$ cat config.mk
export PLATFORM = sky130hd
export DESIGN_NAME = code_event_logger
export DESIGN_NICKNAME = d
export VERILOG_FILES = /design/src/rtl/code_event_logger_pkg.sv /design/src/rtl/code_event_logger_fifo.sv /design/src/rtl/code_event_logger.sv
export SDC_FILE = /design/constraint.sdc
export NUM_CORES = 1
export LEC_CHECK = 0
export ABC_AREA = 1
export BUFFER_PORTS_ARGS = -buffer_cell sky130_fd_sc_hd__buf_2
export CORE_ASPECT_RATIO = 0.75
export CORE_MARGIN = 2
export CORE_UTILIZATION = 60
export CTS_BUF_LIST = sky130_fd_sc_hd__clkbuf_16
export DETAILED_ROUTE_END_ITERATION = 10
export PLACE_DENSITY = 0.89
export SLEW_MARGIN = 20
export SYNTH_ARGS = -nofsm -noshare
export SYNTH_HDL_FRONTEND = slang
export SYNTH_SLANG_ARGS = --single-unit
$ cat constraint.sdc
create_clock -name Clk -period 2.78 [get_ports Clk]
set_input_delay 0.139 -clock Clk [delete_from_list [all_inputs] [get_ports Clk]]
set_output_delay 0.139 -clock Clk [all_outputs]
set_load 0.02 [all_outputs]
$ cat src/rtl/code_event_logger_pkg.sv
// Purpose: shared code constants and classification helper for the
//          pattern-detector event logger.
// Contents:
//   CODE_IDLE, CODE_P1, CODE_P2, CODE_P3, CODE_P7 : detector code values
//   is_legal_code(code)                          : 1 for codes that are logged
package fsm_pkg;

  localparam logic [2:0] CODE_IDLE = 3'b000;
  localparam logic [2:0] CODE_P1   = 3'b001;
  localparam logic [2:0] CODE_P2   = 3'b010;
  localparam logic [2:0] CODE_P3   = 3'b011;
  localparam logic [2:0] CODE_P7   = 3'b111;

  function automatic logic is_legal_code(input logic [2:0] code);
    return (code == CODE_P1) || (code == CODE_P2) ||
           (code == CODE_P3) || (code == CODE_P7);
  endfunction

endpackage

$ cat src/rtl/code_event_logger_fifo.sv
// Purpose: first-word-fall-through FIFO. The head entry is visible on dout
//          whenever the FIFO is non-empty; dout is forced to 0 when empty.
// Ports:
//   Clk, Rst_n : clock, asynchronous active-low reset (clears pointers/level)
//   push, din  : write request and data; accepted when not full, or when full
//                and a pop happens in the same cycle
//   pop        : advance head; ignored while empty
//   dout       : head entry (0 when empty)
//   full/empty : occupancy flags
//   level      : current occupancy, 0..DEPTH
module sync_fifo #(
  parameter int WIDTH = 19,
  parameter int DEPTH = 8,
  localparam int PTR_W = $clog2(DEPTH)
) (
  input  logic             Clk,
  input  logic             Rst_n,
  input  logic             push,
  input  logic [WIDTH-1:0] din,
  input  logic             pop,
  output logic [WIDTH-1:0] dout,
  output logic             full,
  output logic             empty,
  output logic [PTR_W:0]   level
);

  localparam logic [PTR_W:0] FULL_LVL = DEPTH[PTR_W:0];

  logic [WIDTH-1:0] mem [DEPTH];
  logic [PTR_W-1:0] wr_ptr;
  logic [PTR_W-1:0] rd_ptr;
  logic             do_push;
  logic             do_pop;

  assign full    = (level == FULL_LVL);
  assign empty   = (level == '0);
  assign do_pop  = pop && !empty;
  // A full FIFO still takes a write when the head leaves in the same cycle.
  assign do_push = push && (!full || do_pop);

  always_ff @(posedge Clk or negedge Rst_n) begin
    if (!Rst_n) begin
      wr_ptr <= '0;
      rd_ptr <= '0;
      level  <= '0;
    end else begin
      if (do_push) wr_ptr <= wr_ptr + PTR_W'(1);
      if (do_pop)  rd_ptr <= rd_ptr + PTR_W'(1);
      case ({do_push, do_pop})
        2'b10:   level <= level + 1'b1;
        2'b01:   level <= level - 1'b1;
        default: level <= level;
      endcase
    end
  end

  // Storage needs no reset: the level gate below hides stale contents.
  always_ff @(posedge Clk) begin
    if (do_push) mem[wr_ptr] <= din;
  end

  assign dout = empty ? '0 : mem[rd_ptr];

endmodule

$ cat src/rtl/code_event_logger.sv
// Purpose: samples the detector's 3-bit code every clock, timestamps each
//          legal non-zero code into a FWFT FIFO, keeps saturating per-code
//          counters and sticky overflow/illegal flags.
// Ports:
//   Clk, Rst_n           : clock, asynchronous active-low reset
//   code                 : detector output, sampled every cycle
//   clr                  : synchronous clear of counters and sticky flags
//   out_valid/out_ready  : drain handshake for the FIFO head
//   out_code, out_ts     : head entry (0 when empty)
//   cnt_p1..cnt_p7       : saturating event counts for codes 001/010/011/111
//   overflow             : sticky, legal event dropped on a full FIFO
//   illegal              : sticky, code 100/101/110 seen
//   level                : FIFO occupancy
module code_event_logger
  import fsm_pkg::*;
#(
  parameter int DEPTH = 8,
  parameter int TS_W  = 16,
  parameter int CNT_W = 8,
  localparam int LVL_W = $clog2(DEPTH) + 1
) (
  input  logic             Clk,
  input  logic             Rst_n,
  input  logic [2:0]       code,
  input  logic             clr,
  output logic             out_valid,
  input  logic             out_ready,
  output logic [2:0]       out_code,
  output logic [TS_W-1:0]  out_ts,
  output logic [CNT_W-1:0] cnt_p1,
  output logic [CNT_W-1:0] cnt_p2,
  output logic [CNT_W-1:0] cnt_p3,
  output logic [CNT_W-1:0] cnt_p7,
  output logic             overflow,
  output logic             illegal,
  output logic [LVL_W-1:0] level
);

  // Handshake: the head entry transfers on any rising edge where
  // out_valid && out_ready are both 1. out_valid never depends on out_ready,
  // and out_ready while empty is ignored.

  logic [TS_W-1:0]           ts;
  logic                      legal;
  logic                      bad_code;
  logic                      pop;
  logic                      full;
  logic                      empty;
  logic                      dropped;
  logic [3:0]                hit;
  logic [3:0][CNT_W-1:0]     cnt;

  assign legal    = is_legal_code(code);
  assign bad_code = (code != CODE_IDLE) && !legal;
  assign out_valid = !empty;
  assign pop      = out_valid && out_ready;
  assign dropped  = legal && full && !pop;

  // Each legal code hits exactly one counter, dropped events included.
  assign hit = {code == CODE_P7, code == CODE_P3, code == CODE_P2, code == CODE_P1};

  sync_fifo #(
    .WIDTH (3 + TS_W),
    .DEPTH (DEPTH)
  ) u_fifo (
    .Clk   (Clk),
    .Rst_n (Rst_n),
    .push  (legal),
    .din   ({code, ts}),
    .pop   (pop),
    .dout  ({out_code, out_ts}),
    .full  (full),
    .empty (empty),
    .level (level)
  );

  always_ff @(posedge Clk or negedge Rst_n) begin
    if (!Rst_n) ts <= '0;
    else        ts <= ts + TS_W'(1);
  end

  // clr takes priority over any same-cycle increment or flag set.
  always_ff @(posedge Clk or negedge Rst_n) begin
    if (!Rst_n) begin
      cnt      <= '0;
      overflow <= 1'b0;
      illegal  <= 1'b0;
    end else if (clr) begin
      cnt      <= '0;
      overflow <= 1'b0;
      illegal  <= 1'b0;
    end else begin
      for (int i = 0; i < 4; i++) begin
        if (hit[i] && (cnt[i] != '1)) cnt[i] <= cnt[i] + CNT_W'(1);
      end
      if (dropped)  overflow <= 1'b1;
      if (bad_code) illegal  <= 1'b1;
    end
  end

  assign cnt_p1 = cnt[0];
  assign cnt_p2 = cnt[1];
  assign cnt_p3 = cnt[2];
  assign cnt_p7 = cnt[3];

endmodule

# Yosys cells after proc, flatten, opt, wreduce, memory -nomap -nowiden
# Memories as Yosys holds them, arrays and structs flattened.
# Index checks and enable logic that the tools add are counted.
# totals
ff_bits	60
ram_bits	152
input_bits	7
wordCells	71
mem_count	1
# memory_table
name	depth	width	read_ports	rd_clocked_by_memory_dff	wr	line_no	source
u_fifo.mem	8	19	1	0	1	code_event_logger_fifo.sv:29	logic [WIDTH-1:0] mem [DEPTH];
# classes
n_addsub	9
eq_ne	11
mux	13
reduce_logical	27
# ops
cell	count
$add A8 B1 Y8 const B	4
$mux W32	1
$mux W8	4
$ne A8 B8 Y1 const B	4
$mux W19	1
$add A16 B1 Y16 const B	1
$reduce_bool A2 Y1	7
$logic_and A1 B1 Y1	10
$pmux W4 S2	1
$add A3 B1 Y3 const B	2
$eq A3 B2 Y1 const B	2
$mux W1	6
$add A4 B1 Y4 const B	1
$eq A4 B4 Y1 const B	1
$logic_not A1 Y1	4
$logic_not A4 Y1	1
$logic_or A1 B1 Y1	4
$sub A4 B1 Y4 const B	1
$eq A3 B1 Y1 const B	1
$eq A3 B3 Y1 const B	1
$reduce_bool A3 Y1	1
$eq A2 B1 Y1 const B	1
$eq A2 B2 Y1 const B	1

# Depth between registers and ports, before layout
# logic_depth
depth_word	8
mapped_depth	16

# Modules after synthesis
# Synthesis repeated with hierarchy kept, for this count alone.
# unflattened
cells_unflattened	949
hier_area_um2	9555.4
# by_module_without_submodules
mod	n_inst	cells_each	area_per_inst_um2	seq_area_each_um2
sync_fifo	1	549	6592.6	4814.6
code_event_logger	1	400	2962.8	1251.2

# Least setup slack after synthesis
# Ideal clock, no wire load.
# synth_timing
kind	flip-flop to flip-flop
start	reg u_fifo.level[0]
end	mem u_fifo.mem[0][0] (enable)
setup_ps	395
arrival_ps	1891
path_slack_ps	494
stages_incl_launch_ff	6
n_path_buf	0
synth_period_minus_slack_ps	2286
cell_sequence	dfrtp_1 -> nor2_1 -> nand3_1 -> nand2_2 -> or2_1 -> nor2_1
# synth_between
elab_chain_len	8
word_cells_on_any_way	10
classes_between	eq/ne (1); mux (2); reduce/logical (7)
# synth_lines
item	line_no	source
from (decl)	code_event_logger_fifo.sv:24	output logic [PTR_W:0] level
from (signal assigned)	code_event_logger_fifo.sv:50	2'b10: level <= level + 1'b1;
from (signal assigned)	code_event_logger_fifo.sv:51	2'b01: level <= level - 1'b1;
from (signal assigned)	code_event_logger_fifo.sv:52	default: level <= level;
$logic_not A4 Y1	code_event_logger_fifo.sv:36	assign empty = (level == '0);
$logic_not A1 Y1	code_event_logger_fifo.sv:37, code_event_logger.sv:55	
$logic_and A1 B1 Y1	code_event_logger.sv:56	assign pop = out_valid && out_ready;
$logic_and A1 B1 Y1	code_event_logger_fifo.sv:37	assign do_pop = pop && !empty;
$logic_or A1 B1 Y1 *	code_event_logger_fifo.sv:39	assign do_push = push && (!full || do_pop);
$logic_and A1 B1 Y1 *	code_event_logger_fifo.sv:39	
$mux W1 *	code_event_logger_fifo.sv:59	if (do_push) mem[wr_ptr] <= din;
$mux W1 (not written as such) *	code_event_logger_fifo.sv:59	
to (decl)	code_event_logger_fifo.sv:29	
# Every way passes the cells marked *; elsewhere a longest branch is shown, timed or not.

# Worst setup path after layout
# layout_timing
start	reg u_fifo.rd_ptr[0]
end	out out_ts[7]
# layout_between
elab_chain_len	2
# layout_lines
item	line_no	source
from (decl)	code_event_logger_fifo.sv:31	logic [PTR_W-1:0] rd_ptr;
from (signal assigned)	code_event_logger_fifo.sv:48	if (do_pop) rd_ptr <= rd_ptr + PTR_W'(1);
$mem_v2 Z8 W19	-	
$mux W19	code_event_logger_fifo.sv:62	assign dout = empty ? '0 : mem[rd_ptr];
to (decl)	code_event_logger.sv:29	output logic [TS_W-1:0] out_ts,
# No other way between the ends.

==> results.py <==
metrics = {
    "setup_path": {
        "critical_path_class": "flop to output pin",
        "arrival_ns": 2.44,
        "rr_worst_depth": 7,
        "path_depth": 7,
        "critPathBufInv": 3,
        "worst_path_most_repeated_cell": "nor2_1",
        "worstPathMaxFanout": 56,
        "critPathRequiredTime_ns": 2.64,
        "end_kind": "output pin",
        "worst_setup_path_start_kind": "flop",
        "slowest_stage": "dfrtp_2",
        "critPathMaxStageDelay_ns": 0.42,
        "critical_path.cell_chain": "inv_2, buf_12, nor2_1, o32ai_1, nor2_1, nor2_1, buf_2",
        "cpLargestDelayFamily": "buffers and inverters",
    },
    "floorplan": {
        "start_util_pct": 60.8,
        "ios": 65,
        "fp-row-count": 39,
        "core_area_um2": 15100,
        "die_h_um": 111,
        "dieArea_um2": 16300,
        "die_w_um": 147,
    },
    "sta": {
        "worstMarginPinSlew_ns": 0.602,
        "tns_ns": 0,
        "hold_viol_final": 0,
        "rsz0062_at_grt": "false",
        "final_max_slew_viol_count": 0,
        "setup-violations-final": 0,
        "whs_ns": 0.0138,
        "fin_crit_sh_pct": 92.8,
        "relSlewSlack_pct": 59.9,
        "max_clock_freq_mhz": 387,
        "finalCriticalPeriod_ns": 2.58,
        "skew_ns": 0.00998,
    },
    "logic_synthesis": {
        "yosysSeqAreaShare_pct": 66.1,
        "synth_cells": 845,
        "synth-seq-cells": 212,
        "syn_nets": 860,
        "synth_area_per_cell_um2": 10.9,
        "yosysWarnings": 0,
        "synth.distinct_cells": 34,
        "synth_area_um2": 9180,
    },
    "power_and_ir_drop": {
        "p_sw_share_pct": 35.5,
        "power_frac_comb_pct": 32.0,
        "intPower_mw": 6.63,
        "leakage_nw": 4.18,
        "p_sw_mw": 3.66,
        "p_clk_share_pct": 29.6,
        "powerDensity_nw_per_um2": 974,
        "irDropWorstVdd_uv": 515,
        "p_seq_share_pct": 38.3,
    },
    "cells_and_area": {
        "synthToLayoutAreaGrowth_pct": 15.2,
        "layout_commonest_cell": "nor2_1",
        "diodes": 0,
        "nets": 936,
        "drive_gt1_share_pct": 17.4,
        "layout.cells.most_common_list": "nor2_1, edfxtp_1, nand2_1",
    },
    "clock_tree": {
        "clk_pin_slew_ns": 0.06,
        "cts_tree": "done",
        "post-cts-setup-buffers": 0,
        "numCtsBuffers": 21,
        "root_buffer": "clkbuf_16",
        "clock_latency_ns": 0.50,
        "cts.sinks": 212,
        "htree_levels": 1,
        "cts_max_path_buffers": 3,
    },
    "global_routing": {
        "grt_max_degree": 78,
        "grt_pass1_vias": 6473,
        "grt_overflow_total": 0,
        "grt_pass1_wl_mm": 33.3,
        "antenna_found_initial": 0,
        "grtUsageTotal_pct": 25.9,
    },
    "route": {
        "drcViolationCount": 0,
        "drt-total-wl_mm": 20.7,
        "drt_iter0_markers": 719,
        "via_per_inst": 5.80,
        "drtPass1Iterations": 5,
        "ant_nets": 0,
        "wl_per_cell_um": 18.2,
        "vias": 6619,
    },
    "outcome": {
        "status": "finished, final reports clean",
    },
    "placement": {
        "hpwlAfterDp_mm": 12.9,
        "place_congestion": 0.889,
        "port_buffers": 64,
    },
    "hold_path": {
        "min_path_cells": 1,
        "hold_class": "input pin to flop",
    },
    "flow_run": {
        "maxCapViolCount": 0,
    },
}
## cell families (layout without fill, tap and decap cells)
kind of cell | count (synthesis) | in the layout | synth area share [%]
buffers and inverters | 90 | 181 | 4.31
and+or+nand+nor | 356 | 356 | 16.4
xor gates and xnor gates | 27 | 27 | 2.58
AOI/OAI and AO/OA | 152 | 152 | 9.49
DFF | 212 | 212 | 66.1
adders and majority gates | 8 | 8 | 1.09
## Yosys cell counts
cell | number | area [µm²]
buf_1 | 3 | 11.3
clkinv_1 | 1 | 3.75
buf_2 | 10 | 50.1
or2_1 | 1 | 6.26
o31ai_1 | 6 | 45.0
nor2_2 | 7 | 43.8
nor3_1 | 16 | 80.1
nor3_2 | 1 | 10.0
xor2_1 | 20 | 175
o32ai_1 | 19 | 166
nor2_1 | 185 | 694
xnor2_1 | 7 | 61.3
nand3b_1 | 2 | 15.0
nand4_1 | 12 | 75.1
nand3_1 | 20 | 100
nand2_1 | 100 | 375
a21oi_1 | 11 | 55.1
o21ai_0 | 52 | 260
nand3_2 | 2 | 20.0
inv_2 | 18 | 67.6
nand2_2 | 4 | 25.0
clkbuf_1 | 13 | 48.8
o22ai_1 | 1 | 6.26
nor3b_1 | 2 | 15.0
buf_6 | 5 | 56.3
ha_1 | 8 | 100
nor2_4 | 3 | 33.8
a21oi_4 | 2 | 32.5
o21ai_1 | 61 | 305
buf_4 | 2 | 15.0
dfrtp_1 | 60 | 1500
inv_1 | 38 | 143
nand4_2 | 1 | 12.5
edfxtp_1 | 152 | 4560
## final timing paths
path | slack [ns] | start | to
setup / recovery | 0.20 | u_fifo.rd_ptr[0]$_DFFE_PN0P_ | out_ts[7]
hold / removal | 0.01 | code[0] | u_fifo.mem[1][16]$_DFFE_PP_
setup reg to reg | 0.85 | u_fifo.level[0]$_DFFE_PN0P_ | u_fifo.mem[7][7]$_DFFE_PP_
hold reg to reg | 0.51 | overflow$_DFFE_PN0P_ | overflow$_DFFE_PN0P_
max in group asynchronous | 1.95 | Rst_n | cnt_p1[5]$_DFFE_PN0P_
min in group asynchronous | 0.19 | Rst_n | cnt_p3[0]$_DFFE_PN0P_
## sequential cells by signal, summed over array words and instances (netlist names)
register / count
cnt_p1: 8
cnt_p2: 8
cnt_p3: 8
cnt_p7: 8
illegal: 1
overflow: 1
ts: 16
u_fifo.level: 4
u_fifo.mem: 152
u_fifo.rd_ptr: 3
u_fifo.wr_ptr: 3
## power by group through the flow
stage / clock network (mW) / registers [mW] / logic, mW
CTS: 3.07 / 3.94 / 3.29
floorplan: 0 / 3.96 / 2.26
finish: 3.05 / 3.95 / 3.30
global placement: 0 / 3.98 / 3.11
detailed placement: 0 / 3.99 / 3.25
global route: 3.20 / 3.97 / 3.61
## through the flow
stage / std cells / total power [mW] / cell area [µm²] / worst slack [ns] / utilization [%]
6_report: 1141 / 10.3 / 10600 / 0.199 / 70.1
5_1_grt: 1141 / 10.8 / 10600 / 0.0790 / 70.1
4_1_cts: 1141 / 10.3 / 10600 / 0.0770 / 70.0
3_5_place_dp: 1100 / 7.24 / 9790 / 0.738 / 64.9
3_3_place_gp: 1100 / 7.09 / 9790 / 0.837 / 64.9
2_1_floorplan: 845 / 6.22 / 9180 / 0.494 / -
## layout make-up
class | instances | area (µm²)
Sequential cell | 212 | 6070
Clock inverter | 17 | 218
Tap cell | 205 | 256
Multi-Input combinational cell | 543 | 2730
Timing Repair Buffer | 86 | 549
Inverter | 57 | 214
Fill cell | 1000 | 4510
Clock buffer | 21 | 526
## what timing repair did
item | 4_1_cts | 5_1_grt
hold buffers | 3 | 0
endpoints found under the hold margin | 56 | 0
resized for setup | 0 | 1
setup endpoints to repair | 0 | 1
## metal layers
| metal | up-vias | wire length [µm] | GRT usage [%] |
|---|---|---|---|
| met5 | - | 0 | 0 |
| met4 | 0 | 414 | 7.77 |
| met3 | 43 | 1860 | 5.47 |
| met2 | 335 | 9670 | 40.3 |
| met1 | 3168 | 8770 | 37.2 |
| li1 | 3073 | - | - |
## worst reg2reg max path, cell delays in order, from the launching register on
cell and delay [ns]:
dfrtp_1 0.46, nor2_1 0.08, nand3_1 0.11, nand2_2 0.10, inv_2 0.09, nand2_1 0.14
nor2_2 0.42, buf_12 0.23
(Power assumes the default switching activity.)
